==> config.mk <==
export PLATFORM = sky130hd
export DESIGN_NAME = slf_axi_gpio
export DESIGN_NICKNAME = d
export VERILOG_FILES = /design/src/rtl/slf_axi_gpio.sv
export SDC_FILE = /design/constraint.sdc
export NUM_CORES = 1
export LEC_CHECK = 0
export CAP_MARGIN = 20
export CORE_MARGIN = 1
export CORE_UTILIZATION = 65
export DETAILED_ROUTE_END_ITERATION = 6
export DONT_BUFFER_PORTS = 1
export PLACE_DENSITY = 0.82
export SLEW_MARGIN = 5
export SYNTH_ARGS = -nofsm -noshare
export SYNTH_HDL_FRONTEND = slang
export SYNTH_SLANG_ARGS = --single-unit
==> constraint.sdc <==
create_clock -name AXI_ACLK -period 3.2 [get_ports AXI_ACLK]
set_input_delay 0.32 -clock AXI_ACLK [delete_from_list [all_inputs] [get_ports AXI_ACLK]]
set_output_delay 0.32 -clock AXI_ACLK [all_outputs]
set_load 0.01 [all_outputs]
==> src/rtl/slf_axi_gpio.sv <==
// AXI4-Lite GPIO slave: output register, synchronised inputs and per-pin edge interrupts.
// Optional input debounce is enabled by defining SLF_GPIO_DEBOUNCE_EN.
module slf_axi_gpio #(
  parameter int unsigned addr_width = 24,
  parameter int unsigned n_out      = 8,
  parameter int unsigned n_in       = 8,
  parameter int unsigned db_cycles  = 16
) (
  input  logic                  AXI_ACLK,
  input  logic                  AXI_ARESET,
  input  logic                  AXI_S_AWVALID,
  output logic                  AXI_S_AWREADY,
  input  logic [addr_width-1:0] AXI_S_AWADDR,
  input  logic [2:0]            AXI_S_AWPROT,
  input  logic                  AXI_S_WVALID,
  output logic                  AXI_S_WREADY,
  input  logic [31:0]           AXI_S_WDATA,
  input  logic [3:0]            AXI_S_WSTRB,
  output logic                  AXI_S_BVALID,
  input  logic                  AXI_S_BREADY,
  output logic [1:0]            AXI_S_BRESP,
  input  logic                  AXI_S_ARVALID,
  output logic                  AXI_S_ARREADY,
  input  logic [addr_width-1:0] AXI_S_ARADDR,
  input  logic [2:0]            AXI_S_ARPROT,
  output logic                  AXI_S_RVALID,
  input  logic                  AXI_S_RREADY,
  output logic [31:0]           AXI_S_RDATA,
  output logic [1:0]            AXI_S_RRESP,
  output logic                  INTERRUPT,
  output logic [n_out-1:0]      GPIO_OUT,
  input  logic [n_in-1:0]       GPIO_IN
);

  logic            aw_held, w_held, bvalid, rvalid, irq;
  logic [2:0]      aw_sel;
  logic [31:0]     w_data, rdata;
  logic [3:0]      w_strb;
  logic [n_out-1:0] out_reg;
  logic [n_in-1:0]  en_reg, stat_reg, edge_pol;
  logic [n_in-1:0]  sync1, sync2, in_val, in_prev, events;

  logic            aw_hs, w_hs, ar_hs, wr_fire;
  logic [2:0]      wr_sel;
  logic [31:0]     wr_data, lane_mask, wr_bits, rd_word;
  logic [3:0]      wr_strb;
  logic [n_out-1:0] out_next;
  logic [n_in-1:0]  en_next, edge_next, w1c_mask;

  assign AXI_S_AWREADY = !aw_held && !bvalid;
  assign AXI_S_WREADY  = !w_held && !bvalid;
  assign AXI_S_ARREADY = !rvalid;
  assign AXI_S_BVALID  = bvalid;
  assign AXI_S_BRESP   = '0;
  assign AXI_S_RVALID  = rvalid;
  assign AXI_S_RDATA   = rdata;
  assign AXI_S_RRESP   = '0;
  assign INTERRUPT     = irq;
  assign GPIO_OUT      = out_reg;

  assign aw_hs = AXI_S_AWVALID && AXI_S_AWREADY;
  assign w_hs  = AXI_S_WVALID && AXI_S_WREADY;
  assign ar_hs = AXI_S_ARVALID && AXI_S_ARREADY;

  // A beat arriving this cycle combines with a previously held one, so the
  // fastest write completes on the same edge that accepts AW and W.
  assign wr_fire = (aw_held || aw_hs) && (w_held || w_hs);

  always_comb begin
    wr_sel    = aw_hs ? AXI_S_AWADDR[4:2] : aw_sel;
    wr_data   = w_hs ? AXI_S_WDATA : w_data;
    wr_strb   = w_hs ? AXI_S_WSTRB : w_strb;
    lane_mask = '0;
    for (int unsigned b = 0; b < 4; b++) lane_mask[8*b +: 8] = {8{wr_strb[b]}};
    wr_bits   = wr_data & lane_mask;
    out_next  = (out_reg & ~lane_mask[n_out-1:0]) | wr_bits[n_out-1:0];
    en_next   = (en_reg & ~lane_mask[n_in-1:0]) | wr_bits[n_in-1:0];
    edge_next = (edge_pol & ~lane_mask[n_in-1:0]) | wr_bits[n_in-1:0];
    w1c_mask  = (wr_fire && wr_sel == 3'd3) ? wr_bits[n_in-1:0] : '0;
  end

  always_comb begin
    rd_word = '0;
    case (AXI_S_ARADDR[4:2])
      3'd0:    rd_word = 32'(out_reg);
      3'd1:    rd_word = 32'(in_val);
      3'd2:    rd_word = 32'(en_reg);
      3'd3:    rd_word = 32'(stat_reg);
      3'd4:    rd_word = 32'(edge_pol);
      3'd5:    rd_word = {8'h47, 8'(n_in), 8'(n_out), 8'h01};
      default: rd_word = '0;
    endcase
  end

  assign events = (~edge_pol & ~in_prev & in_val) | (edge_pol & in_prev & ~in_val);

  always_ff @(posedge AXI_ACLK) begin
    if (AXI_ARESET) begin
      aw_held  <= 1'b0;
      w_held   <= 1'b0;
      aw_sel   <= '0;
      w_data   <= '0;
      w_strb   <= '0;
      bvalid   <= 1'b0;
      rvalid   <= 1'b0;
      rdata    <= '0;
      out_reg  <= '0;
      en_reg   <= '0;
      stat_reg <= '0;
      edge_pol <= '0;
      irq      <= 1'b0;
      sync1    <= '0;
      sync2    <= '0;
      in_prev  <= '0;
    end else begin
      if (bvalid && AXI_S_BREADY) bvalid <= 1'b0;
      if (wr_fire) begin
        bvalid  <= 1'b1;
        aw_held <= 1'b0;
        w_held  <= 1'b0;
        case (wr_sel)
          3'd0:    out_reg  <= out_next;
          3'd2:    en_reg   <= en_next;
          3'd4:    edge_pol <= edge_next;
          default: ;
        endcase
      end else begin
        if (aw_hs) begin
          aw_held <= 1'b1;
          aw_sel  <= AXI_S_AWADDR[4:2];
        end
        if (w_hs) begin
          w_held <= 1'b1;
          w_data <= AXI_S_WDATA;
          w_strb <= AXI_S_WSTRB;
        end
      end

      if (rvalid && AXI_S_RREADY) rvalid <= 1'b0;
      if (ar_hs) begin
        rvalid <= 1'b1;
        rdata  <= rd_word;
      end

      // Hardware set is OR-ed in after the clear so a coincident event wins.
      stat_reg <= (stat_reg & ~w1c_mask) | events;
      irq      <= |(stat_reg & en_reg);
      sync1    <= GPIO_IN;
      sync2    <= sync1;
      in_prev  <= in_val;
    end
  end

`ifdef SLF_GPIO_DEBOUNCE_EN
  localparam int unsigned cw = $clog2(db_cycles + 1);
  logic [cw-1:0]   db_cnt [n_in];
  logic [n_in-1:0] db_val;

  // Counter runs only while the synchronised pin disagrees with the debounced
  // value; any return to agreement restarts it, so short glitches are dropped.
  always_ff @(posedge AXI_ACLK) begin
    if (AXI_ARESET) begin
      db_val <= '0;
      for (int unsigned i = 0; i < n_in; i++) db_cnt[i] <= '0;
    end else begin
      for (int unsigned i = 0; i < n_in; i++) begin
        if (sync2[i] == db_val[i]) begin
          db_cnt[i] <= '0;
        end else if (db_cnt[i] + 1'b1 == cw'(db_cycles)) begin
          db_val[i] <= sync2[i];
          db_cnt[i] <= '0;
        end else begin
          db_cnt[i] <= db_cnt[i] + 1'b1;
        end
      end
    end
  end

  assign in_val = db_val;

  logic unused_bits;
  assign unused_bits = ^{AXI_S_AWPROT, AXI_S_ARPROT, AXI_S_AWADDR[addr_width-1:5],
                         AXI_S_AWADDR[1:0], AXI_S_ARADDR[addr_width-1:5],
                         AXI_S_ARADDR[1:0], wr_bits};
`else
  assign in_val = sync2;

  logic unused_bits;
  assign unused_bits = ^{AXI_S_AWPROT, AXI_S_ARPROT, AXI_S_AWADDR[addr_width-1:5],
                         AXI_S_AWADDR[1:0], AXI_S_ARADDR[addr_width-1:5],
                         AXI_S_ARADDR[1:0], wr_bits, 32'(db_cycles)};
`endif

endmodule

==> results of run 1 <==
-- final cells by class --
type / count / area [um2]
Multi-Input combinational cell: 300 / 1800
Fill cell: 448 / 1690
Sequential cell: 82 / 1640
Clock buffer: 10 / 138
Clock inverter: 5 / 103
Tap cell: 72 / 90.1
Timing Repair Buffer: 4 / 30.0
Inverter: 3 / 11.3
-- placed cells by master (no fill, tap or decap), types with 8 or more instances in the layout --
master / instances
nor2_1: 55
o21ai_0: 32
nand2_1: 18
a21oi_1: 36
nor2b_1: 42
nand2b_1: 11
or2_1: 9
clkbuf_8: 10
conb_1: 22
or2_2: 8
mux2i_1: 13
dfxtp_1: 82
o21ai_1: 8
-- worst register-to-register path: stages, from the launching register on --
cell	delay, ns
dfxtp_1	0.43
nor3b_4	0.45
mux2i_1	0.51
nand4_4	0.35
nand2b_1	0.41
o21ai_0	0.25
-- power breakdown --
group / total (W) / leakage, nW / internal, W / switching [W]
Clock: 0.000897 / 0.118 / 0.000534 / 0.000363
Sequential: 0.00111 / 0.670 / 0.00107 / 0.0000405
Combinational: 0.000214 / 0.597 / 0.0000870 / 0.000127
Total: 0.00222 / 1.39 / 0.00169 / 0.000531
-- logic make-up (layout without fill, tap and decap cells) --
kind of cell	after synthesis	after routing	synth area share [%]
compound gates	95	95	14.6
mux	24	24	9.16
other cells	1	22	0.101
buf+inv	53	22	9.06
simple gates	159	159	22.8
flops	82	82	44.4
-- per-stage QoR --
step / setup slack (ns) / hold slack, ns
global placement: 0.936 / 0.395
global route: 0.571 / 0.00939
finish: 0.739 / 0.0293
CTS: 0.747 / 0.0166
floorplan: 1.21 / 0.414
detailed placement: 0.781 / 0.398
-- routing by layer --
| layer | vias up | share of wire (%) | GRT usage (%) |
|---|---|---|---|
| li1 | 1327 | - | - |
| met1 | 1295 | 42 | 31.1 |
| met2 | 94 | 48 | 41.9 |
| met3 | 20 | 7.5 | 8.71 |
| met4 | 0 | 2.5 | 12.1 |
| met5 | - | 0 | 0 |
-- worst max-delay path by stage --
stage	from	to
2_1_floorplan	AXI_S_BVALID$_SDFFE_PP0P_	flop
5_1_grt	AXI_S_BVALID$_SDFFE_PP0P_	flop
6_report	AXI_S_BVALID$_SDFFE_PP0P_	flop
4_1_cts	AXI_S_BVALID$_SDFFE_PP0P_	flop
3_5_place_dp	AXI_S_BVALID$_SDFFE_PP0P_	flop
3_3_place_gp	AXI_S_BVALID$_SDFFE_PP0P_	flop
==> summary.txt, run 1 <==
Postcts setup bufs -> 0
Post-synth top cells -> dfxtp_1 (82), nor2_1 (55), nor2b_1 (42)
Final Cell Area -> 3820 um2
Post_cts resized -> 0
WL final -> 7.50 mm
CTS tree -> built
DPL Wire Length -> 5.04 mm
Placed cells -> 461
HP Class -> in -> reg
CP max-delay cell -> mux2i_1
Max-Cap Viols -> 0
Non-Filler Instances -> 476
Finished Core Util -> 69.3%
CP cell instances -> nor3b_4, mux2i_1, nand4_4, nand2b_1, o21ai_0
Core box area -> 5510 um2
Cell Area, Placed -> 3580 um2
CP peak stage delay -> 0.50 ns
Hold Path Stages -> 1
Top delay family on crit path -> simple AND/OR/NAND/NOR gates
Hold endpoint -> AXI_S_RDATA[26]$_SDFFE_PP0P_
Flops & latches, synth -> 82
Worst-margin pin slew -> 0.594 ns
Remaining Overflow, GRT -> 0
Ys flop type -> dfxtp_1
R2R setup slack -> 0.74 ns
Max_slew headroom -> 60.3%
DR vias/cell -> 5.75
Max Buffers Root-to-Sink -> 2
CP Capture Type -> flop
Diode count -> 0
Synthesized area -> 3700 um2
First-pass GRT wire length -> 11.9 mm
Worst R2R Start -> AXI_S_BVALID$_SDFFE_PP0P_
Max rail drop VDD -> 0.000344 V
Wire per inst -> 15.8 um
Initial antenna violation count -> 0
Die Span Y -> 77.5 um
Buf/Inv on CP -> 0
Largest net degree at the start of global routing -> 91
Total power -> 0.00222 W
Synth area leader -> dfxtp_1
Cell Rows -> 27
Status -> finished clean
Fin. Hold Viols -> 0
Async SR Flop Fraction -> 0%
Vias in the first global route -> 2482
Setup_tns -> 0 ns
Leakage power -> 1.39 nW
Worst Clk Skew -> 0.00594 ns
DR iter-0 viols -> 190
Main area contributors after synthesis -> dfxtp_1 (44%), nor2b_1 (7.1%), nor2_1 (5.6%)
Post-synthesis sequential area ratio -> 44.4%
Area share of the leading cell type in the synthesized netlist -> 44.4%
Hold wc startpoint -> AXI_ARESET
Worst Path Arrival -> 2.74 ns
Share of cells above drive strength 1 -> 11.6%
Top-count cell post-synth -> dfxtp_1
Clock Sinks -> 82
RSZ-0062 raised after global routing -> false
Synth cell types -> 40
Post-CTS Hold Fix Bufs -> 0
CTS clock-pin slew for the worst setup and hold paths -> 0.08 ns
Final worst path period share -> 76.9%
Final Slew Violations -> 0
Fmax -> 406 MHz
DRT Pass-1 Iters -> 4
Drt drc -> 0
Buffers on Ports -> 0
YS warnings -> 0
Worst Path Max Fanout -> 18
Htree depth -> 3
Worst path depth -> 5
Detail Route Antenna Nets -> 0
Final setup vio count -> 0
Starting Density -> 67.2%
EDFF count, synth -> 0
Critical path class -> reg -> reg
Clock Latency Late Sink -> 0.35 ns
Fin crit period -> 2.46 ns
Worst EP required -> 3.48 ns
Nets -> 505
GRT Resource Usage Total -> 25.9%
Via count -> 2736
IO Count -> 155
PD cells -> 581 nW/um2
Mean area per synthesized cell -> 8.94 um2
CP startpoint kind -> flop
Die area -> 6000 um2
Root Driver -> clkbuf_8
Total CTS buffers -> 9
Cells after Synth -> 414
DIE WIDTH -> 77.5 um
Routability congestion estimate -> 0.836
Area Growth Syn to Fin -> 3.11%
FF-to-FF path depth -> 5
Power figures use the tool's default switching activity.
==> run 2: changes to the inputs <==
- CORE_UTILIZATION: 65 -> 57
- PLACE_DENSITY: 0.82 -> 0.76
- clock period: 3.2 -> 1.95 ns (I/O delays scaled with it)
==> summary.txt, run 2 (synthesized netlist as in run 1, its figures left out) <==
Clock power share -> 32.5%
Fin crit period -> 1.94 ns
Final Slew Violations -> 0
CP most frequent cell -> buf_4
Via count -> 2862
WL final -> 8.35 mm
Max rail drop VDD -> 0.000470 V
Remaining Overflow, GRT -> 0
CTS clock-pin slew for the worst setup and hold paths -> 0.08 ns
Htree depth -> 3
HP Class -> in -> reg
Die Span Y -> 82.6 um
Initial antenna violation count -> 0
R2R setup slack -> 0.005 ns
GRT Resource Usage Total -> 24.7%
Root Driver -> clkbuf_8
CP Capture Type -> flop
Detail Route Antenna Nets -> 0
Worst-margin pin slew -> 0.599 ns
Critical path class -> reg -> reg
DIE WIDTH -> 82.6 um
FF-to-FF path depth -> 7
Worst path depth -> 7
Leakage power -> 1.50 nW
Clock Latency Late Sink -> 0.36 ns
CP cell instances -> nor3b_4, buf_4, mux2i_4, buf_4, nand4_4, or2_1, a21oi_1
Combinational cell fraction of total power -> 14.5%
Max_slew headroom -> 59.9%
Most frequent cells in the layout -> dfxtp_1 (82), nor2_1 (55), nor2b_1 (42), a21oi_1 (36), o21ai_0 (32)
Max-Cap Viols -> 0
Area Growth Syn to Fin -> 10.6%
Top delay family on crit path -> simple AND/OR/NAND/NOR gates
Routability congestion estimate -> 0.815
Switching pwr -> 0.000926 W
Buffers on Ports -> 0
Nets -> 534
IO Count -> 155
DPL Wire Length -> 5.17 mm
Most common cell after layout, fill and taps aside -> dfxtp_1
CP startpoint kind -> flop
First-pass GRT wire length -> 12.3 mm
Setup_tns -> 0 ns
CP peak stage delay -> 0.35 ns
CTS tree -> built
Worst EP required -> 2.23 ns
Drt drc -> 0
Fmax -> 514 MHz
Worst Path Max Fanout -> 8
Share of cells above drive strength 1 -> 16.2%
CP max-delay cell -> dfxtp_1
Final setup vio count -> 0
Status -> finished clean
Diode count -> 0
DR iter-0 viols -> 177
Worst Path Arrival -> 2.22 ns
Total power -> 0.00342 W
DRT Pass-1 Iters -> 4
Die area -> 6820 um2
Largest net degree at the start of global routing -> 67
Max Buffers Root-to-Sink -> 2
Final worst path period share -> 99.7%
Sw Share -> 27.1%
PD cells -> 835 nW/um2
Worst R2R Start -> aw_held$_SDFFE_PP0N_
Sequential share of power -> 52.9%
Int Pwr -> 0.00249 W
Core box area -> 6100 um2
Fin. Hold Viols -> 0
DR vias/cell -> 5.63
Cell Rows -> 28
Worst Clk Skew -> 0.0115 ns
Vias in the first global route -> 2591
Clock Sinks -> 82
Buf/Inv on CP -> 2
Total CTS buffers -> 9
Wire per inst -> 16.4 um
Worst setup startpoint -> aw_held$_SDFFE_PP0N_
Starting Density -> 60.7%
[run 2: cell types whose count changed in the layout (fill, tap and decap cells not counted), moves of 2 or more]
cell / before / now
buf_4: 4 / 19
buf_6: 0 / 2
bufinv_16: 3 / 0
clkbuf_1: 0 / 2
dlygate4sd3_1: 0 / 10
mux2i_1: 13 / 9
mux2i_2: 1 / 3
mux2i_4: 0 / 2
nand4_4: 1 / 3
[run 2: how the worst min path moves through the flow]
stage / startpoint / endpoint / slack [ns] / depth (start not counted)
floorplan: AXI_S_RREADY / AXI_S_RVALID$_SDFFE_PP0P_ / 0.29 / 1
global placement: AXI_ARESET / flop / 0.27 / 1
detailed placement: AXI_ARESET / AXI_S_RDATA[26]$_SDFFE_PP0P_ / 0.28 / 1
CTS: GPIO_IN[4] / sync1[4]$_SDFF_PP0_ / 0.003 / 1
global route: AXI_S_ARADDR[4] / AXI_S_RDATA[4]$_SDFFE_PP0P_ / 0.02 / 2
finish: AXI_ARESET / flop / 0.02 / 3
[run 2: repair_timing]
action / 4_1_cts / 5_1_grt
pin swaps: 0 / 2
hold buffers: 10 / 1
hold endpoints to repair: 66 / 1
gates resized for setup: 3 / 10
endpoints found under the setup margin: 9 / 32
setup buffers: 0 / 8
cloned: 0 / 1
[run 2: layout make-up]
class                   instances  area (um2)
fillers                       493        2000
multi-input cells             301        1880
flip-flops and latches         82        1640
repair buffers                 32         293
clock buffers                  13         159
well taps                      75        93.8
clock inverters                 2        12.5
inverters                       3        11.3
[run 2: power by group through the flow]
stage | Sequential, W | Clock [W] | Combinational (W)
final | 0.00181 | 0.00111 | 0.000497
after global routing | 0.00182 | 0.00119 | 0.000545
after CTS | 0.00181 | 0.00112 | 0.000429
after detailed placement | 0.00185 | 0 | 0.000380
after global placement | 0.00184 | 0 | 0.000371
after floorplan | 0.00184 | 0 | 0.000368
[run 2: per-stage QoR]
step | cells | util, % | setup slack (ns) | hold slack, ns | instance area [um2]
finish | 508 | 67.2 | 0.00507 | 0.0191 | 4090
global placement | 473 | 59.9 | 0.0330 | 0.272 | 3650
global route | 508 | 67.2 | -0.0612 | 0.0164 | 4090
detailed placement | 473 | 59.9 | -0.0274 | 0.277 | 3650
CTS | 498 | 64.9 | 0.00482 | 0.00275 | 3950
floorplan | 435 | - | 0.0154 | 0.294 | 3780
[run 2: layer usage]
layer / vias to the layer above / wire, um / global-route usage, %
met5: - / 0 / 0
met4: 0 / 210 / 12.2
met3: 20 / 722 / 7.03
met2: 123 / 4090 / 41.2
met1: 1327 / 3330 / 29.1
li1: 1392 / - / -
[run 2: worst min-delay path: stages]
cell     delay [ns]
nor2b_1        0.02
o21ai_0        0.05
o21ai_1        0.06
